===== config.mk =====
export PLATFORM = sky130hd
export DESIGN_NAME = addsub_seq
export DESIGN_NICKNAME = d
export VERILOG_FILES = /design/src/rtl/addsub_seq.sv
export SDC_FILE = /design/constraint.sdc
export NUM_CORES = 1
export LEC_CHECK = 0
export ABC_CLOCK_PERIOD_IN_PS = 9100
export CAP_MARGIN = 20
export CORE_MARGIN = 4
export CORE_UTILIZATION = 35
export DETAILED_ROUTE_END_ITERATION = 7
export PLACE_DENSITY = 0.61
export REMOVE_ABC_BUFFERS = 1
export SLEW_MARGIN = 25
export SYNTH_ARGS = -nofsm -noshare
export SYNTH_HDL_FRONTEND = slang
export SYNTH_SLANG_ARGS = --single-unit

===== constraint.sdc =====
create_clock -name clk -period 9.1 [get_ports clk]
set_input_delay 1.365 -clock clk [delete_from_list [all_inputs] [get_ports clk]]
set_output_delay 1.365 -clock clk [all_outputs]
set_load 0.05 [all_outputs]

===== src/rtl/addsub_seq.sv =====
// addsub_seq: digit-serial adder/subtractor with a four-phase req/fin handshake.
//   Processes Chunk bits per clock, so a result takes N = Width/Chunk cycles.
//   Width >= 2 and Chunk must divide Width.
//   Optional macro ADDSUB_SEQ_SAT_EN adds the sat input. When sat is latched
//   high and the result overflows, so clamps to the signed limit.
// Ports:
//   clk           rising-edge clock
//   rst           asynchronous active-high reset
//   req           request, four-phase handshake
//   op[1:0]       00 ADD x+y, 01 SUB x-y, 10 RSUB y-x, 11 ADC x+y+couto
//   x, y          operands, latched on the capture edge
//   sat           (ADDSUB_SEQ_SAT_EN only) saturate on signed overflow
//   fin           result valid / handshake acknowledge
//   so            result
//   couto         carry out (ADD/ADC) or unsigned borrow (SUB/RSUB)
//   zero, neg     so == 0, so[Width-1]
//   ovf           signed overflow
module addsub_seq #(
  parameter int unsigned Width = 32,
  parameter int unsigned Chunk = 8
) (
  input  logic             clk,
  input  logic             rst,
  input  logic             req,
  input  logic [1:0]       op,
  input  logic [Width-1:0] x,
  input  logic [Width-1:0] y,
`ifdef ADDSUB_SEQ_SAT_EN
  input  logic             sat,
`endif
  output logic             fin,
  output logic [Width-1:0] so,
  output logic             couto,
  output logic             zero,
  output logic             neg,
  output logic             ovf
);

  localparam int unsigned N    = Width / Chunk;
  localparam int unsigned CntW = (N > 1) ? $clog2(N) : 1;
  localparam int unsigned IdxW = $clog2(Width);
  localparam int unsigned SumW = Chunk + 1;

  localparam logic [1:0] OpAdd  = 2'b00;
  localparam logic [1:0] OpSub  = 2'b01;
  localparam logic [1:0] OpRsub = 2'b10;
  localparam logic [1:0] OpAdc  = 2'b11;

  typedef enum logic [1:0] {
    IDLE = 2'd0,
    CALC = 2'd1,
    DONE = 2'd2
  } state_e;

  state_e             state_q, state_d;
  logic [Width-1:0]   a_q, a_d;
  logic [Width-1:0]   b_q, b_d;
  logic               sub_q, sub_d;
  logic               carry_q, carry_d;
  logic [CntW-1:0]    cnt_q, cnt_d;
  logic [Width-1:0]   sum_q, sum_d;
  logic               fin_q, fin_d;
  logic [Width-1:0]   so_q, so_d;
  logic               couto_q, couto_d;
  logic               zero_q, zero_d;
  logic               neg_q, neg_d;
  logic               ovf_q, ovf_d;
`ifdef ADDSUB_SEQ_SAT_EN
  logic               sat_q, sat_d;
`endif

  logic [IdxW-1:0]    base_c;
  logic [SumW-1:0]    chunk_sum_c;
  logic [Width-1:0]   res_c;
  logic [Width-1:0]   final_c;
  logic               ovf_c;

  assign fin   = fin_q;
  assign so    = so_q;
  assign couto = couto_q;
  assign zero  = zero_q;
  assign neg   = neg_q;
  assign ovf   = ovf_q;

  // State and datapath registers
  always_ff @(posedge clk or posedge rst) begin
    if (rst) begin
      state_q <= IDLE;
      a_q     <= '0;
      b_q     <= '0;
      sub_q   <= 1'b0;
      carry_q <= 1'b0;
      cnt_q   <= '0;
      sum_q   <= '0;
      fin_q   <= 1'b0;
      so_q    <= '0;
      couto_q <= 1'b0;
      zero_q  <= 1'b0;
      neg_q   <= 1'b0;
      ovf_q   <= 1'b0;
`ifdef ADDSUB_SEQ_SAT_EN
      sat_q   <= 1'b0;
`endif
    end else begin
      state_q <= state_d;
      a_q     <= a_d;
      b_q     <= b_d;
      sub_q   <= sub_d;
      carry_q <= carry_d;
      cnt_q   <= cnt_d;
      sum_q   <= sum_d;
      fin_q   <= fin_d;
      so_q    <= so_d;
      couto_q <= couto_d;
      zero_q  <= zero_d;
      neg_q   <= neg_d;
      ovf_q   <= ovf_d;
`ifdef ADDSUB_SEQ_SAT_EN
      sat_q   <= sat_d;
`endif
    end
  end

  // Next-state and datapath logic
  always_comb begin
    state_d = state_q;
    a_d     = a_q;
    b_d     = b_q;
    sub_d   = sub_q;
    carry_d = carry_q;
    cnt_d   = cnt_q;
    sum_d   = sum_q;
    fin_d   = fin_q;
    so_d    = so_q;
    couto_d = couto_q;
    zero_d  = zero_q;
    neg_d   = neg_q;
    ovf_d   = ovf_q;
`ifdef ADDSUB_SEQ_SAT_EN
    sat_d   = sat_q;
`endif

    // One chunk of the ripple add; b_q already holds the inverted subtrahend
    base_c      = IdxW'(cnt_q) * IdxW'(Chunk);
    chunk_sum_c = {1'b0, a_q[base_c +: Chunk]} + {1'b0, b_q[base_c +: Chunk]}
                  + SumW'(carry_q);
    res_c                  = sum_q;
    res_c[base_c +: Chunk] = chunk_sum_c[Chunk-1:0];

    // With the subtrahend pre-inverted, the add-overflow rule covers subtract too
    ovf_c   = (a_q[Width-1] == b_q[Width-1]) && (res_c[Width-1] != a_q[Width-1]);
    final_c = res_c;
`ifdef ADDSUB_SEQ_SAT_EN
    // On overflow the true sign is the shared operand sign, i.e. a_q's sign
    if (sat_q && ovf_c) begin
      final_c = a_q[Width-1] ? {1'b1, {(Width-1){1'b0}}} : {1'b0, {(Width-1){1'b1}}};
    end
`endif

    case (state_q)
      IDLE: begin
        if (req) begin
          case (op)
            OpSub: begin
              a_d = x; b_d = ~y; carry_d = 1'b1; sub_d = 1'b1;
            end
            OpRsub: begin
              a_d = y; b_d = ~x; carry_d = 1'b1; sub_d = 1'b1;
            end
            OpAdc: begin
              a_d = x; b_d = y; carry_d = couto_q; sub_d = 1'b0;
            end
            OpAdd: begin
              a_d = x; b_d = y; carry_d = 1'b0; sub_d = 1'b0;
            end
            default: begin
              a_d = x; b_d = y; carry_d = 1'b0; sub_d = 1'b0;
            end
          endcase
`ifdef ADDSUB_SEQ_SAT_EN
          sat_d   = sat;
`endif
          cnt_d   = '0;
          sum_d   = '0;
          state_d = CALC;
        end
      end
      CALC: begin
        sum_d   = res_c;
        carry_d = chunk_sum_c[Chunk];
        cnt_d   = cnt_q + 1'b1;
        if (cnt_q == CntW'(N - 1)) begin
          so_d    = final_c;
          couto_d = sub_q ? ~chunk_sum_c[Chunk] : chunk_sum_c[Chunk];
          zero_d  = (final_c == '0);
          neg_d   = final_c[Width-1];
          ovf_d   = ovf_c;
          fin_d   = 1'b1;
          cnt_d   = '0;
          state_d = DONE;
        end
      end
      DONE: begin
        if (!req) begin
          fin_d   = 1'b0;
          state_d = IDLE;
        end
      end
      default: begin
        state_d = IDLE;
        fin_d   = 1'b0;
      end
    endcase
  end

endmodule


==> results of run 1 <==
==> layer usage <==
layer / up-vias / wire length (um) / share of wire
met3: 19 / 945 / 0.050
met1: 2847 / 8596 / 0.45
li1: 2905 / - / -
met4: 0 / 232 / 0.012
met2: 155 / 9129 / 0.48
met5: - / 0 / 0
==> kinds of logic after synthesis <==
group,share of synthesized area
compound gates,0.2231
simple gates,0.1124
flops,0.4729
buf+inv,0.05329
mux,0.09596
fa+ha+maj,0.03633
xor+xnor,0.005997
==> Yosys cell counts (5+ instances only) <==
| cell | n | area (um2) |
|---|---|---|
| o21ai_1 | 7 | 35.03 |
| a21oi_1 | 12 | 60.06 |
| nor2_1 | 11 | 41.29 |
| o21ai_0 | 137 | 685.7 |
| inv_1 | 46 | 172.7 |
| a22oi_1 | 26 | 195.2 |
| mux2i_1 | 34 | 340.3 |
| nand2_1 | 139 | 521.8 |
| nor4_1 | 5 | 31.28 |
| dfrtp_1 | 138 | 3453 |
| a22o_1 | 29 | 254.0 |
| o22ai_1 | 34 | 212.7 |
| nor3_1 | 6 | 30.03 |
| ha_1 | 18 | 225.2 |
| mux4_2 | 16 | 360.4 |
| clkbuf_1 | 43 | 161.4 |
==> cell type report <==
class / count / area, um2
tap: 270 / 337.8
fill: 1954 / 11100
clock buffer: 20 / 466.7
multi-input combinational: 528 / 3517
inverter: 48 / 185.2
sequential: 138 / 3453
timing repair buffer: 114 / 1139
clock inverter: 11 / 167.7
==> sequential cells by signal, indices dropped and copies added, names as in the netlist <==
register	flops
a_q	32
b_q	32
carry_q	1
cnt_q	2
couto	1
fin	1
ovf	1
so	32
state_q	2
sub_q	1
sum_q	32
zero	1
==> through the flow <==
stage               std cells  hold WS (ns)    util  worst slack, ns
floorplan                 714        0.4446       -            4.039
finish                   1129        0.4729  0.4550            5.201
global placement         1097        0.4570  0.4207            5.306
detailed placement       1098        0.4663  0.4225            5.250
global route             1129        0.5009  0.4550            4.979
CTS                      1129        0.4791  0.4536            5.221
==> worst max-delay path, delay by kind of cell, from the launching register on <==
family	cells	cell delay (ns)
AO/OA/AOI/OAI	4	0.87
XOR/XNOR	1	0.78
buffers and inverters	2	0.49
AND/OR/NAND/NOR	1	0.06
flip-flops	1	0.32
adder cells (fa/ha/maj)	2	0.69
multiplexers	1	0.58
==> power groups by stage <==
| stage | Clock, mW | Combinational, mW | Sequential (mW) |
|---|---|---|---|
| 2_1_floorplan | 0 | 1.09 | 1.22 |
| 3_3_place_gp | 0 | 1.97 | 1.02 |
| 3_5_place_dp | 0 | 2.02 | 1.02 |
| 4_1_cts | 0.754 | 2.03 | 1.01 |
| 5_1_grt | 0.784 | 2.20 | 1.04 |
| 6_report | 0.738 | 2.03 | 1.01 |
==> worst max-delay path by stage <==
| stage | slack, ns | depth (start not counted) | to | startpoint |
|---|---|---|---|---|
| floorplan | 4.04 | 1 | a_q[0] | rst |
| finish | 5.20 | 11 | zero | cnt_q[0] |
| global route | 4.98 | 11 | zero | cnt_q[0] |
| global placement | 5.31 | 11 | zero | cnt_q[0] |
| detailed placement | 5.25 | 11 | zero | cnt_q[0] |
| CTS | 5.22 | 11 | zero | cnt_q[0] |
==> metrics.yaml, run 1 <==
status:
  status: "complete, no violations"
place:
  port_buffers: 105
  post_dp_cell_area_um2: 8603
  hpwlAfterDp_um: 12740
  gp_congestion: 0.8214
grt:
  overflow: 0
  first_global_vias: 5891
  use_met1: 0.2190
  antenna_found_initial: 0
  grtUsageTotal: 0.1634
  gr-usage-met2: 0.2691
  gr-max-usage-layer: "met2"
  met3_usage: 0.03692
  grt_pass1_wl_um: 30820
  grt_max_degree: 83
clock_network:
  h-tree-depth: 4
  clk_pin_slew_worst_paths_ns: 0.06
  cts_num_sinks: 138
  cts_setup_buffers: 0
  numCtsBuffers: 17
  clk_latency_ns: 0.42
  cts_tree: "done"
  cts-root-buf: "clkbuf_16"
  cts_resized: 0
  cts_buffer_depth: 2
  cts_hold_buf: 0
detailed_routing:
  finalWirelength_um: 18900
  first_pass_iters: 5
  wire_per_inst_um: 16.74
  vias: 5926
  ant_nets: 0
  viasPerCell: 5.249
  drtIter0Drc: 384
  drc_errors: 0
synthesis:
  syn_avg_cell_area_um2: 9.558
  synth_area_um2: 7302
  yosysWarningCount: 0
  yosys_most_used_dff: "dfrtp_1"
  ys_seq_area_frac: 0.4729
  async_flop_share: 1.000
  syn_inst: 764
  synth_edf_count: 0
  ys_types: 56
  synth-seq-cells: 138
sta:
  rsz0062_at_grt: "no"
  post-route-period-util: 0.4284
  drv_slew: 0
  slew_headroom: 0.3149
  worstMarginPinSlew_ns: 1.020
  finalClockSkew_ns: 0.007122
  fin_tns_setup_ns: 0
  setup_viol: 0
  finalHoldViolCount: 0
  min_period_ns: 3.899
  max_clock_freq_mhz: 256.5
floorplanning:
  core_um2: 20360
  core.rowCount: 52
  dieArea_um2: 23240
  ioPinCount: 106
  dieHeight_um: 152.4
  initial_core_util: 0.3586
  die_x_um: 152.4
pwr:
  p_sw_mw: 1.724
  switching_share: 0.4560
  peakVddDrop_v: 0.0002631
  combPwrFrac: 0.537
  power_leakage_nw: 3.998
  p_clk_frac: 0.195
  seq_power_share: 0.267
  intPower_mw: 2.057
  powerDensity_nw_per_um2: 408.0
  power.total_mw: 3.781
min_path:
  min_path_cells: 2
  worst_hold_path.endpoint: "so[16]"
  min_from: "so[16]"
  holdCritPathClass: "flop to flop"
final_layout:
  antenna_cells: 0
  final_cell_mix: "138 x nand2_1, 138 x dfrtp_1, 137 x o21ai_0"
  nets: 936
  final_area_um2: 9266
  drive_gt1_frac: 0.08615
  area_growth_pct: 26.90
critical_path:
  critPathLaunchType: "flop"
  reg2reg_depth: 11
  crit_arrival_ns: 4.21
  cpMaxStageDelayCell: "xor2_1"
  crit_chain: "buf_4 > mux4_2 > fa_1 > inv_1 > fa_1 > nor2b_4 > o311ai_1 > a21oi_1 > xor2_1 > o21ai_0 > a41o_1"
  slowest_delay_ns: 0.78
  worstSetupPathType: "flop to flop"
  required_ns: 9.41
  worst_path_most_repeated_cell: "fa_1"
  r2r-end: "zero"
  path_max_fanout: 25
  r2r_slack_ns: 5.20
  r2r-start: "cnt_q[0]"
  cp-end-kind: "flop"
run:
  maxCapViolCount: 0
(Power assumes the default switching activity.)
==> run 2: changes to the inputs <==
- ABC_CLOCK_PERIOD_IN_PS: 9100 -> 3200
- PLACE_DENSITY: 0.61 -> 0.64
- clock period: 9.1 -> 3.2 ns (I/O delays scaled with it)
==> run 2 against run 1 <==
  * Clock skew rose by 0.0014 ns
  * Sequential power rose to 2.9 times the previous value
  * Sequential share of layout area fell by 0.41 points
  * Hold slack improved by 0.0012 ns
  * Register-to-register slack got worse by 5.0 ns
  * Critical path depth fell by 1
  * Core utilization rose by 0.53 points
  * Count of clock-buffer cells in the layout rose by 2
  * Final area rose by 1.2%
  * Clock power rose to 2.8 times the previous value
  * Critical path type unchanged
  * Largest power group unchanged
==> metrics.yaml, run 2 (synthesized netlist as in run 1, its figures left out) <==
status:
  status: "complete, no violations"  # unchanged
sta:
  rsz0062_at_grt: "no"  # unchanged
  worstMarginPinSlew_ns: 0.9415  # was 1.020 ns
  hold_slack_ns: 0.4740  # was 0.4729 ns
  setup_viol: 0  # unchanged
  drv_slew: 0  # unchanged
  min_period_ns: 3.032  # was 3.899 ns
  slew_headroom: 0.3675  # was 0.3149
  max_clock_freq_mhz: 329.8  # was 256.5 MHz
  finalClockSkew_ns: 0.008566  # was 0.007122 ns
  post-route-period-util: 0.9476  # was 0.4284
  finalHoldViolCount: 0  # unchanged
  fin_tns_setup_ns: 0  # unchanged
  setup_ws_ns: 0.1677  # was 5.201 ns
min_path:
  worst_hold_path.endpoint: "so[18]"  # was so[16]
  min_from: "so[18]"  # was so[16]
  min_path_cells: 2  # unchanged
  holdCritPathClass: "flop to flop"  # unchanged
final_layout:
  drive_gt1_frac: 0.09954  # was 0.08615
  final_cell_mix: "138 x nand2_1, 137 x o21ai_0, 137 x dfrtp_1"  # was 138 x nand2_1, 138 x dfrtp_1, 137 x o21ai_0
  area_growth_pct: 28.38  # was 26.90%
  fillerInstances: 1977  # was 1954
  antenna_cells: 0  # unchanged
  nets: 951  # was 936
  final_common_cell: "nand2_1"
grt:
  grt_max_degree: 71  # was 83
  first_global_vias: 5939  # was 5891
  grtUsageTotal: 0.1635  # was 0.1634
  overflow: 0  # unchanged
  antenna_found_initial: 0  # unchanged
  grt_pass1_wl_um: 31190  # was 30820 um
clock_network:
  h-tree-depth: 4  # unchanged
  clk_latency_ns: 0.43  # was 0.42 ns
  cts-root-buf: "clkbuf_16"  # unchanged
  cts_buffer_depth: 2  # unchanged
  cts_setup_buffers: 0  # unchanged
  cts_tree: "done"  # unchanged
  clk_pin_slew_worst_paths_ns: 0.05  # was 0.06 ns
  numCtsBuffers: 17  # unchanged
  cts_num_sinks: 138  # unchanged
pwr:
  p_sw_mw: 4.871  # was 1.724 mW
  powerDensity_nw_per_um2: 1166  # was 408.0 nW/um2
  combPwrFrac: 0.545  # was 0.537
  p_clk_frac: 0.188  # was 0.195
  power.total_mw: 10.93  # was 3.781 mW
  seq_power_share: 0.267  # about the same
  peakVddDrop_v: 0.0008457  # was 0.0002631 V
  power_leakage_nw: 4.069  # was 3.998 nW
  intPower_mw: 6.054  # was 2.057 mW
  switching_share: 0.4459  # was 0.4560
detailed_routing:
  finalWirelength_um: 18860  # was 18900 um
  drtIter0Drc: 409  # was 384
  wire_per_inst_um: 16.48  # was 16.74 um
  first_pass_iters: 5  # unchanged
  vias: 5977  # was 5926
  ant_nets: 0  # unchanged
  viasPerCell: 5.225  # was 5.249
  drc_errors: 0  # unchanged
critical_path:
  r2r-start: "cnt_q[0]"  # unchanged
  required_ns: 3.56  # was 9.41 ns
  reg2reg_depth: 10  # was 11
  slowest_delay_ns: 0.53  # was 0.78 ns
  cpMaxStageDelayCell: "mux4_2"  # was xor2_1
  path_max_fanout: 3  # was 25
  crit_chain: "mux4_2 > fa_1 > inv_1 > fa_1 > xnor2_1 > o21ai_1 > nor4b_2 > nand4_1 > a2111oi_2 > a41o_1"  # was buf_4 > mux4_2 > fa_1 > inv_1 > fa_1 > nor2b_4 > o311ai_1 > a21oi_1 > xor2_1 > o21ai_0 > a41o_1
  r2r-end: "zero"  # unchanged
  worst_path_most_repeated_cell: "fa_1"  # unchanged
  critPathLaunchType: "flop"  # unchanged
  r2r_slack_ns: 0.17  # was 5.20 ns
  crit_arrival_ns: 3.39  # was 4.21 ns
  cp-end-kind: "flop"  # unchanged
  worstSetupPathType: "flop to flop"  # unchanged
floorplanning:
  initial_core_util: 0.3586  # unchanged
  core_um2: 20360  # unchanged
  dieArea_um2: 23240  # unchanged
  dieHeight_um: 152.4  # unchanged
  ioPinCount: 106  # unchanged
  die_x_um: 152.4  # unchanged
  core.rowCount: 52  # unchanged
place:
  place_ws_ns: 0.08940  # was 5.250 ns
  port_buffers: 105  # unchanged
  hpwlAfterDp_um: 13540  # was 12740 um
  gp_congestion: 0.8728  # was 0.8214
run:
  maxCapViolCount: 0  # unchanged
==> run 2: what timing repair did <==
item                                   CTS  global route
hold buffers                             0             0
setup endpoints to repair                0             7
resized for setup                        0             5
endpoints found under the hold margin    0             0
==> run 2: layout make-up <==
cell class | count | area, um2 | area share
clock buffer | 22 | 464.2 | 0.04952
clock inverter | 9 | 145.1 | 0.01548
inverter | 48 | 185.2 | 0.01975
multi-input combinational | 528 | 3493 | 0.3727
sequential | 138 | 3455 | 0.3685
tap | 270 | 337.8 | 0.03604
timing repair buffer | 129 | 1294 | 0.1380
==> run 2: critical path, delay by kind of cell, from the launching register on <==
kind,cells,cell delay (ns)
AOI/OAI and AO/OA,3,0.70
adders and majority gates,2,0.73
and+or+nand+nor,2,0.37
xor gates and xnor gates,1,0.14
DFF,1,0.41
buffers and inverters,1,0.10
muxes,1,0.53
==> run 2: metal layers <==
layer,track usage,share of wire,vias up
met4,0.04243,0.015,0
li1,-,-,2931
met2,0.2623,0.47,136
met1,0.2249,0.47,2890
met5,0,0,-
met3,0.03834,0.041,20
==> run 2: power groups by stage <==
| stage | sequential (mW) | combinational (mW) | clock [mW] |
|---|---|---|---|
| floorplan | 3.48 | 3.10 | 0 |
| global placement | 2.93 | 5.83 | 0 |
| detailed placement | 2.94 | 5.86 | 0 |
| CTS | 2.92 | 5.90 | 2.08 |
| global route | 3.01 | 6.51 | 2.16 |
| finish | 2.92 | 5.96 | 2.05 |
==> run 2: per-stage QoR <==
| step | instances | area, um2 | utilization |
|---|---|---|---|
| after floorplan | 714 | 7093 | - |
| after global placement | 1113 | 8745 | 0.4294 |
| after detailed placement | 1113 | 8745 | 0.4294 |
| after CTS | 1144 | 9354 | 0.4593 |
| after global routing | 1144 | 9374 | 0.4603 |
| final | 1144 | 9374 | 0.4603 |
==> run 2: how the worst max path moves through the flow <==
stage	endpoint	from	slack, ns
after floorplan	a_q[0]	rst	-0.98
after global placement	zero	cnt_q[0]	0.13
after detailed placement	zero	cnt_q[0]	0.09
after CTS	zero	cnt_q[0]	0.08
after global routing	zero	cnt_q[0]	0.02
final	zero	cnt_q[0]	0.17
==> run 3: changes to the inputs <==
- CORE_MARGIN: 4 -> 2
==> run 3 against run 2 <==
  * Sequential cell count stayed put
  * Total power grew 0.96%
  * Highest routed layer unchanged
  * Fmax up 0.72%
  * Combinational power is 2% higher
  * Critical endpoint unchanged
  * Register-to-register slack better by 0.02 ns
  * Via count increased by 0.57%
  * Global-route usage is 1.5 points higher
  * Non-clock buffer count is 2 higher
  * Core utilization up 0.22 points
  * Sequential power barely moved
  * Count of clock-buffer cells in the layout rose by 3
==> metrics.yaml, run 3 (synthesized netlist as in run 1, its figures left out) <==
place:
  place_ws_ns: 0.06393  # was 0.08940 ns
  port_buffers: 105  # unchanged
  gp_congestion: 0.8502  # was 0.8728
  hpwlAfterDp_um: 13310  # was 13540 um
  dpl.cell_count: 1113  # unchanged
pwr:
  power_leakage_nw: 4.088  # was 4.069 nW
  peakVddDrop_v: 0.0007449  # was 0.0008457 V
  powerDensity_nw_per_um2: 1171  # was 1166 nW/um2
  power.total_mw: 11.03  # was 10.93 mW
sta:
  max_clock_freq_mhz: 332.2  # was 329.8 MHz
  worstMarginPinSlew_ns: 0.9523  # was 0.9415 ns
  rsz0062_at_grt: "no"  # unchanged
  finalHoldViolCount: 0  # unchanged
  drv_slew: 0  # unchanged
  setup_ws_ns: 0.1895  # was 0.1677 ns
  fin_tns_setup_ns: 0  # unchanged
  post-route-period-util: 0.9408  # was 0.9476
  setup_viol: 0  # unchanged
  finalClockSkew_ns: 0.006555  # was 0.008566 ns
  min_period_ns: 3.011  # was 3.032 ns
  slew_headroom: 0.3603  # was 0.3675
floorplanning:
  dieHeight_um: 148.4  # was 152.4 um
  dieArea_um2: 22030  # was 23240 um2
  die_x_um: 148.4  # was 152.4 um
  ioPinCount: 106  # unchanged
  core.rowCount: 52  # unchanged
  initial_core_util: 0.3586  # unchanged
  core_um2: 20360  # unchanged
critical_path:
  crit_arrival_ns: 3.37  # was 3.39 ns
  critPathLaunchType: "flop"  # unchanged
  r2r-start: "cnt_q[0]"  # unchanged
  cp-end-kind: "flop"  # unchanged
  path_max_fanout: 11  # was 3
  cp-endpoint: "zero"  # unchanged
  required_ns: 3.56  # about the same
  worstSetupPathType: "flop to flop"  # unchanged
  reg2reg_depth: 9  # was 10
  r2r_slack_ns: 0.19  # was 0.17 ns
  r2r-end: "zero"  # unchanged
  critPathLaunch: "cnt_q[0]"  # unchanged
final_layout:
  nets: 953  # was 951
  fillerInstances: 1954  # was 1977
  drive_gt1_frac: 0.1049  # was 0.09954
  final_cell_mix: "138 x nand2_1, 137 x o21ai_0, 137 x dfrtp_1"  # unchanged
  antenna_cells: 0  # unchanged
  area_growth_pct: 28.99  # was 28.38%
  fin_cells: 1147  # was 1144
  final_util: 0.4625  # was 0.4603
  final_common_cell: "nand2_1"  # unchanged
status:
  status: "complete, no violations"  # unchanged
detailed_routing:
  wire_per_inst_um: 16.36  # was 16.48 um
  viasPerCell: 5.241  # was 5.225
  drtIter0Drc: 407  # was 409
  vias: 6011  # was 5977
  drc_errors: 0  # unchanged
  first_pass_iters: 5  # unchanged
  finalWirelength_um: 18760  # was 18860 um
  ant_nets: 0  # unchanged
clock_network:
  cts_num_sinks: 138  # unchanged
  cts_buffer_depth: 2  # unchanged
  clk_latency_ns: 0.42  # was 0.43 ns
  cts_tree: "done"  # unchanged
  cts_hold_buf: 0  # unchanged
  numCtsBuffers: 17  # unchanged
  cts-root-buf: "clkbuf_16"  # unchanged
  h-tree-depth: 4  # unchanged
  clk_pin_slew_worst_paths_ns: 0.06  # was 0.05 ns
grt:
  grtUsageTotal: 0.1781  # was 0.1635
  grt_pass1_wl_um: 30880  # was 31190 um
  overflow: 0  # unchanged
  first_global_vias: 5815  # was 5939
  grt_max_degree: 88  # was 71
  antenna_found_initial: 0  # unchanged
run:
  maxCapViolCount: 0  # unchanged
min_path:
  min_from: "so[18]"  # unchanged
  holdCritPathClass: "flop to flop"  # unchanged
==> run 3: area by class of cell <==
class / count / area (um2) / area share
multi-input cells: 528 / 3505 / 0.3721
flip-flops and latches: 138 / 3455 / 0.3668
repair buffers: 131 / 1314 / 0.1395
clock buffers: 25 / 515.5 / 0.05473
well taps: 270 / 337.8 / 0.03587
inverters: 48 / 182.7 / 0.01939
clock inverters: 7 / 110.1 / 0.01169
==> run 3: metal layers <==
metal | part of all wire | wire length, um | vias up | GRT usage
li1 | - | - | 2933 | -
met1 | 0.46 | 8568 | 2864 | 0.2437
met2 | 0.47 | 8823 | 190 | 0.2838
met3 | 0.054 | 1012 | 24 | 0.03773
met4 | 0.019 | 358 | 0 | 0.05762
met5 | 0 | 0 | - | 0
==> run 3: how the worst min path moves through the flow <==
stage | to | slack (ns) | cells after the start
floorplan | a_q[16] | 0.44 | 2
global placement | b_q[21] | 0.46 | 2
detailed placement | a_q[12] | 0.47 | 2
CTS | a_q[12] | 0.48 | 2
global route | so[20] | 0.50 | 2
finish | so[18] | 0.48 | 2
==> run 3: metrics by stage <==
stage	instance area (um2)	hold WS, ns
after global placement	8730	0.4576
after global routing	9419	0.4964
after CTS	9355	0.4799
after floorplan	7093	0.4446
after detailed placement	8730	0.4676
final	9419	0.4753
==> run 3: worst max-delay path, cell delays in order (launching register included) <==
cell	delay [ns]
dfrtp_2	0.45
buf_12	0.18
mux4_2	0.54
ha_1	0.32
a211oi_1	0.32
o21ai_1	0.15
a21o_1	0.21
and2_1	0.25
a2111oi_4	0.32
a41o_1	0.21
==> run 3: report_power, final <==
group / internal (mW) / switching, mW / total [mW] / leakage (nW)
Clock: 1.35 / 0.714 / 2.06 / 0.313
Combinational: 2.32 / 3.73 / 6.05 / 1.97
Sequential: 2.45 / 0.470 / 2.92 / 1.80
==> run 3: timing repair <==
| action | in CTS | in global routing |
|---|---|---|
| endpoints found under the setup margin | 0 | 13 |
| gates resized for setup | 0 | 7 |
| buffers inserted | 0 | 1 |
==> variant 1, RTL diff (config.mk and constraints of run 1) <==
Reset style: synchronous (`rst`), changed in one clocked block. Comments in the files are not updated.
--- a/src/rtl/addsub_seq.sv
+++ b/src/rtl/addsub_seq.sv
@@ -85,3 +85,3 @@
   // State and datapath registers
-  always_ff @(posedge clk or posedge rst) begin
+  always_ff @(posedge clk) begin
     if (rst) begin
Function: differs if rst is asserted again (counterexample within 10 cycles, from zero or initial values and one cycle with rst high); with rst held inactive, the same outputs for 10 cycles.
==> variant 1 against run 1 <==
First-iteration DRC count is 22% higher; design area is 2.8% lower; synthesized area is 0.82% lower; via count is 8.1% higher; sequential cell count stayed put; global-route usage is 0.069 points higher; setup slack better by 0.35 ns; wire length is 1.4% higher; critical path type unchanged; highest routed layer unchanged.
Power is not compared: it rests on default switching activity, and its combinational part moved more than twofold at a synthesized area within 25%.
==> variant 1: results (changes against run 1) <==
Tcrit/Tclk final 38.99% (-3.9 points); Yosys cell types 66 (+18%); grt met2 use 25.64% (-1.3 points); Hold WS 0.4521 ns (-0.02081 ns); vias in the first global route 6,147 (+4.3%); Slew headroom 32.04% (+0.55 points); DRT antenna net count 0 (unchanged); slowest CP cell mux4_2; hold path endpoint so[28]; Met3 Wirelength 919 um (-2.8%); fin cells 1,193 (+5.7%); Routed WL 19,170 um (+1.4%); main area contributors after synthesis dfxtp_1 (38%), a211oi_1 (8.5%), nor2_1 (6.3%); met3 usage 3.413% (-0.28 points); Final #Nets 1,000 (+6.8%); GRT Total Usage 16.41% (+0.069 points); Layout fillers 2,041 (+4.5%); status finished clean; register area share after synthesis 38.15% (-9.1 points); DPL Wire Length 12,770 um (+0.22%); via count 6,405 (+8.1%); first-pass GRT wire length 31,870 um (+3.4%); Mapped Cells 853 (+12%); GRT met1 Usage 23.27% (+1.4 points); GPL Wtd Cong 0.7913 (-3.7%); r2r startpoint cnt_q[0]; FF/Latch Area 0.002763 mm^2 (-20%); reg-to-reg critical path endpoint sum_q[14]; met2 routed WL 8655 um (-5.2%); HP Start so[28]; Worst-path clk slew 0.06 ns (about the same); share of cells above drive strength 1 7.909% (-0.71 points); Post-Place Setup Slack 5.190 ns (-0.05994 ns); most instantiated cells after synthesis dfxtp_1 (138), nor2_1 (122), a211oi_1 (82); R2R setup slack 5.55 ns (+0.35 ns); share of flip-flops with an asynchronous set or reset 0% (-100 points); pin count of the biggest net entering global routing 78 (-6.0%); Worst Skew 0.007487 ns (+0.0003658 ns); Critical Path Max Stage Delay 0.61 ns (-0.17 ns); top_reg_cell synth dfxtp_1; CP Data Arrival Time 3.90 ns (-0.31 ns)
-- variant 1: changes by cell type after synthesis, moves of 19 or more --
cell,before,now
dfrtp_1,138,0
nand3_1,1,20
a22oi_1,26,7
dfxtp_1,0,138
a221oi_1,3,33
a21oi_1,12,80
a211oi_1,1,82
o21ai_0,137,7
a22o_1,29,8
o22ai_1,34,3
nand2_1,139,60
nor2_1,11,122
-- variant 1: logic make-up (layout without fill, tap and decap cells) --
family,after synthesis,in the layout,synth area share [%]
muxes,49,49,9.537
adders and majority gates,20,20,3.663
AOI/OAI and AO/OA,257,257,24.48
xor gates and xnor gates,8,8,1.071
buffers and inverters,126,196,6.859
DFF,138,138,38.15
and+or+nand+nor,255,255,16.24
-- variant 1: cell type report --
type | count | area share, %
timing repair buffer | 115 | 12.48
clock inverter | 11 | 1.348
inverter | 50 | 2.084
sequential | 138 | 30.68
tap | 270 | 3.752
clock buffer | 20 | 5.072
multi-input combinational | 589 | 44.59
==> variant 2, RTL diff (settings of run 1) <==
Without the edit above. Change the parameter `Chunk` from 8 to 16.
--- a/src/rtl/addsub_seq.sv
+++ b/src/rtl/addsub_seq.sv
@@ -19,3 +19,3 @@
   parameter int unsigned Width = 32,
-  parameter int unsigned Chunk = 8
+  parameter int unsigned Chunk = 16
 ) (
Formal check against the unedited RTL: not equivalent (a bounded check fails within 4 cycles, from zero or initial values and one cycle with rst high).
==> variant 2 against run 1 <==
Setup slack lost 0.18 ns; design area decreased by 2.9%; synthesized area down 2.5%; utilization increased by 0.13 points; total power down 1.5%; hold slack worse by 0.0032 ns; sequential cell count decreased by 10; global-route usage down 0.34 points; wire length down 6.8%; fmax shrank 4.5%; critical path type unchanged; highest routed layer unchanged.
==> variant 2: results (changes against run 1) <==
status finished clean; worst min path class flop to flop; vias in the first global route 5,817 (-1.3%); HP Start so[8]; share of cells above drive strength 1 8.872% (+0.26 points); via count 5,913 (-0.22%); Slew headroom 34.05% (+2.6 points); met3 usage 3.161% (-0.53 points); DPL Wire Length 12,510 um (-1.8%); hold buffer count at cts 0 (unchanged); area post-placement 0.008366 mm^2 (-2.8%); Final #Nets 991 (+5.9%); Met3 Wirelength 713 um (-25%); Port Buffers 105 (unchanged); # placed instances 1,146 (+4.4%); reg-to-reg critical path endpoint zero; largest fanout on the critical path 45 (+80%); Clock Path Buffers 2 (unchanged); Routed WL 17,610 um (-6.8%); CTS root buffer clkbuf_16; CP delay by family, top compound AO/OA/AOI/OAI gates; GRT met1 Usage 22.75% (+0.85 points); pin count of the biggest net entering global routing 118 (+42%); Final Critical Period 4.082 ns (+0.1827 ns); VDD IR max 0.0002353 V (-11%); r2r startpoint cnt_q; max layer used met4; Yosys cell types 55 (-1.8%); crit path from cnt_q; H-tree depth 4 (unchanged); GPL Wtd Cong 0.8202 (-0.15%); grt met2 use 24.74% (-2.2 points); most instantiated cells after synthesis nand2_1 (208), dfrtp_1 (128), o21ai_0 (113); wl on met1 8706 um (+1.3%); register area share after synthesis 44.98% (-2.3 points); first-pass GRT wire length 29,040 um (-5.8%); Worst Skew 0.006559 ns (-0.0005629 ns); Mapped Avg Cell Area 8.664 um^2 (-9.3%); Hold WS 0.4697 ns (-0.003199 ns); slowest CP cell or4_1; CP Data Arrival Time 4.43 ns (+0.22 ns); post-CTS resize count 0 (unchanged); Post-Place Setup Slack 5.009 ns (-0.2406 ns); LEAKAGE 4.058 nW (+1.5%); vias per cell 5.020 (-4.4%); die width 150.6 um (-1.2%); Iter 0 DRT Violations 411 (+7.0%); GRT Total Usage 16.01% (-0.34 points); hold path endpoint so[8]; main area contributors after synthesis dfrtp_1 (45%), nand2_1 (11%), o21ai_0 (7.9%); met2 routed WL 7938 um (-13%); clk_lat worst skew 0.42 ns (about the same); worst r2r path cells 13 (+2); Critical Path Max Stage Delay 0.52 ns (-0.26 ns); kind of end point of the critical path flop
-- variant 2: layout make-up --
class	instances	area (um^2)
Fill cell	1926	10720
Timing Repair Buffer	113	1111
Sequential cell	128	3203
Tap cell	265	331.6
Clock inverter	13	160.2
Inverter	47	178.9
Multi-Input combinational cell	593	3561
Clock buffer	19	452.9
-- variant 2: report_power, final --
group / internal, mW / switching, mW
logic: 0.796 / 1.25
clock network: 0.445 / 0.256
registers: 0.823 / 0.157
total: 2.06 / 1.66
-- variant 2: logic make-up after synthesis --
group	Yosys count	share of synthesized area, %
buffers and inverters	101	5.517
AOI/OAI and AO/OA	212	17.71
DFF	128	44.98
and+or+nand+nor	285	16.94
adders and majority gates	22	4.076
xor gates and xnor gates	8	0.9839
muxes	66	9.803
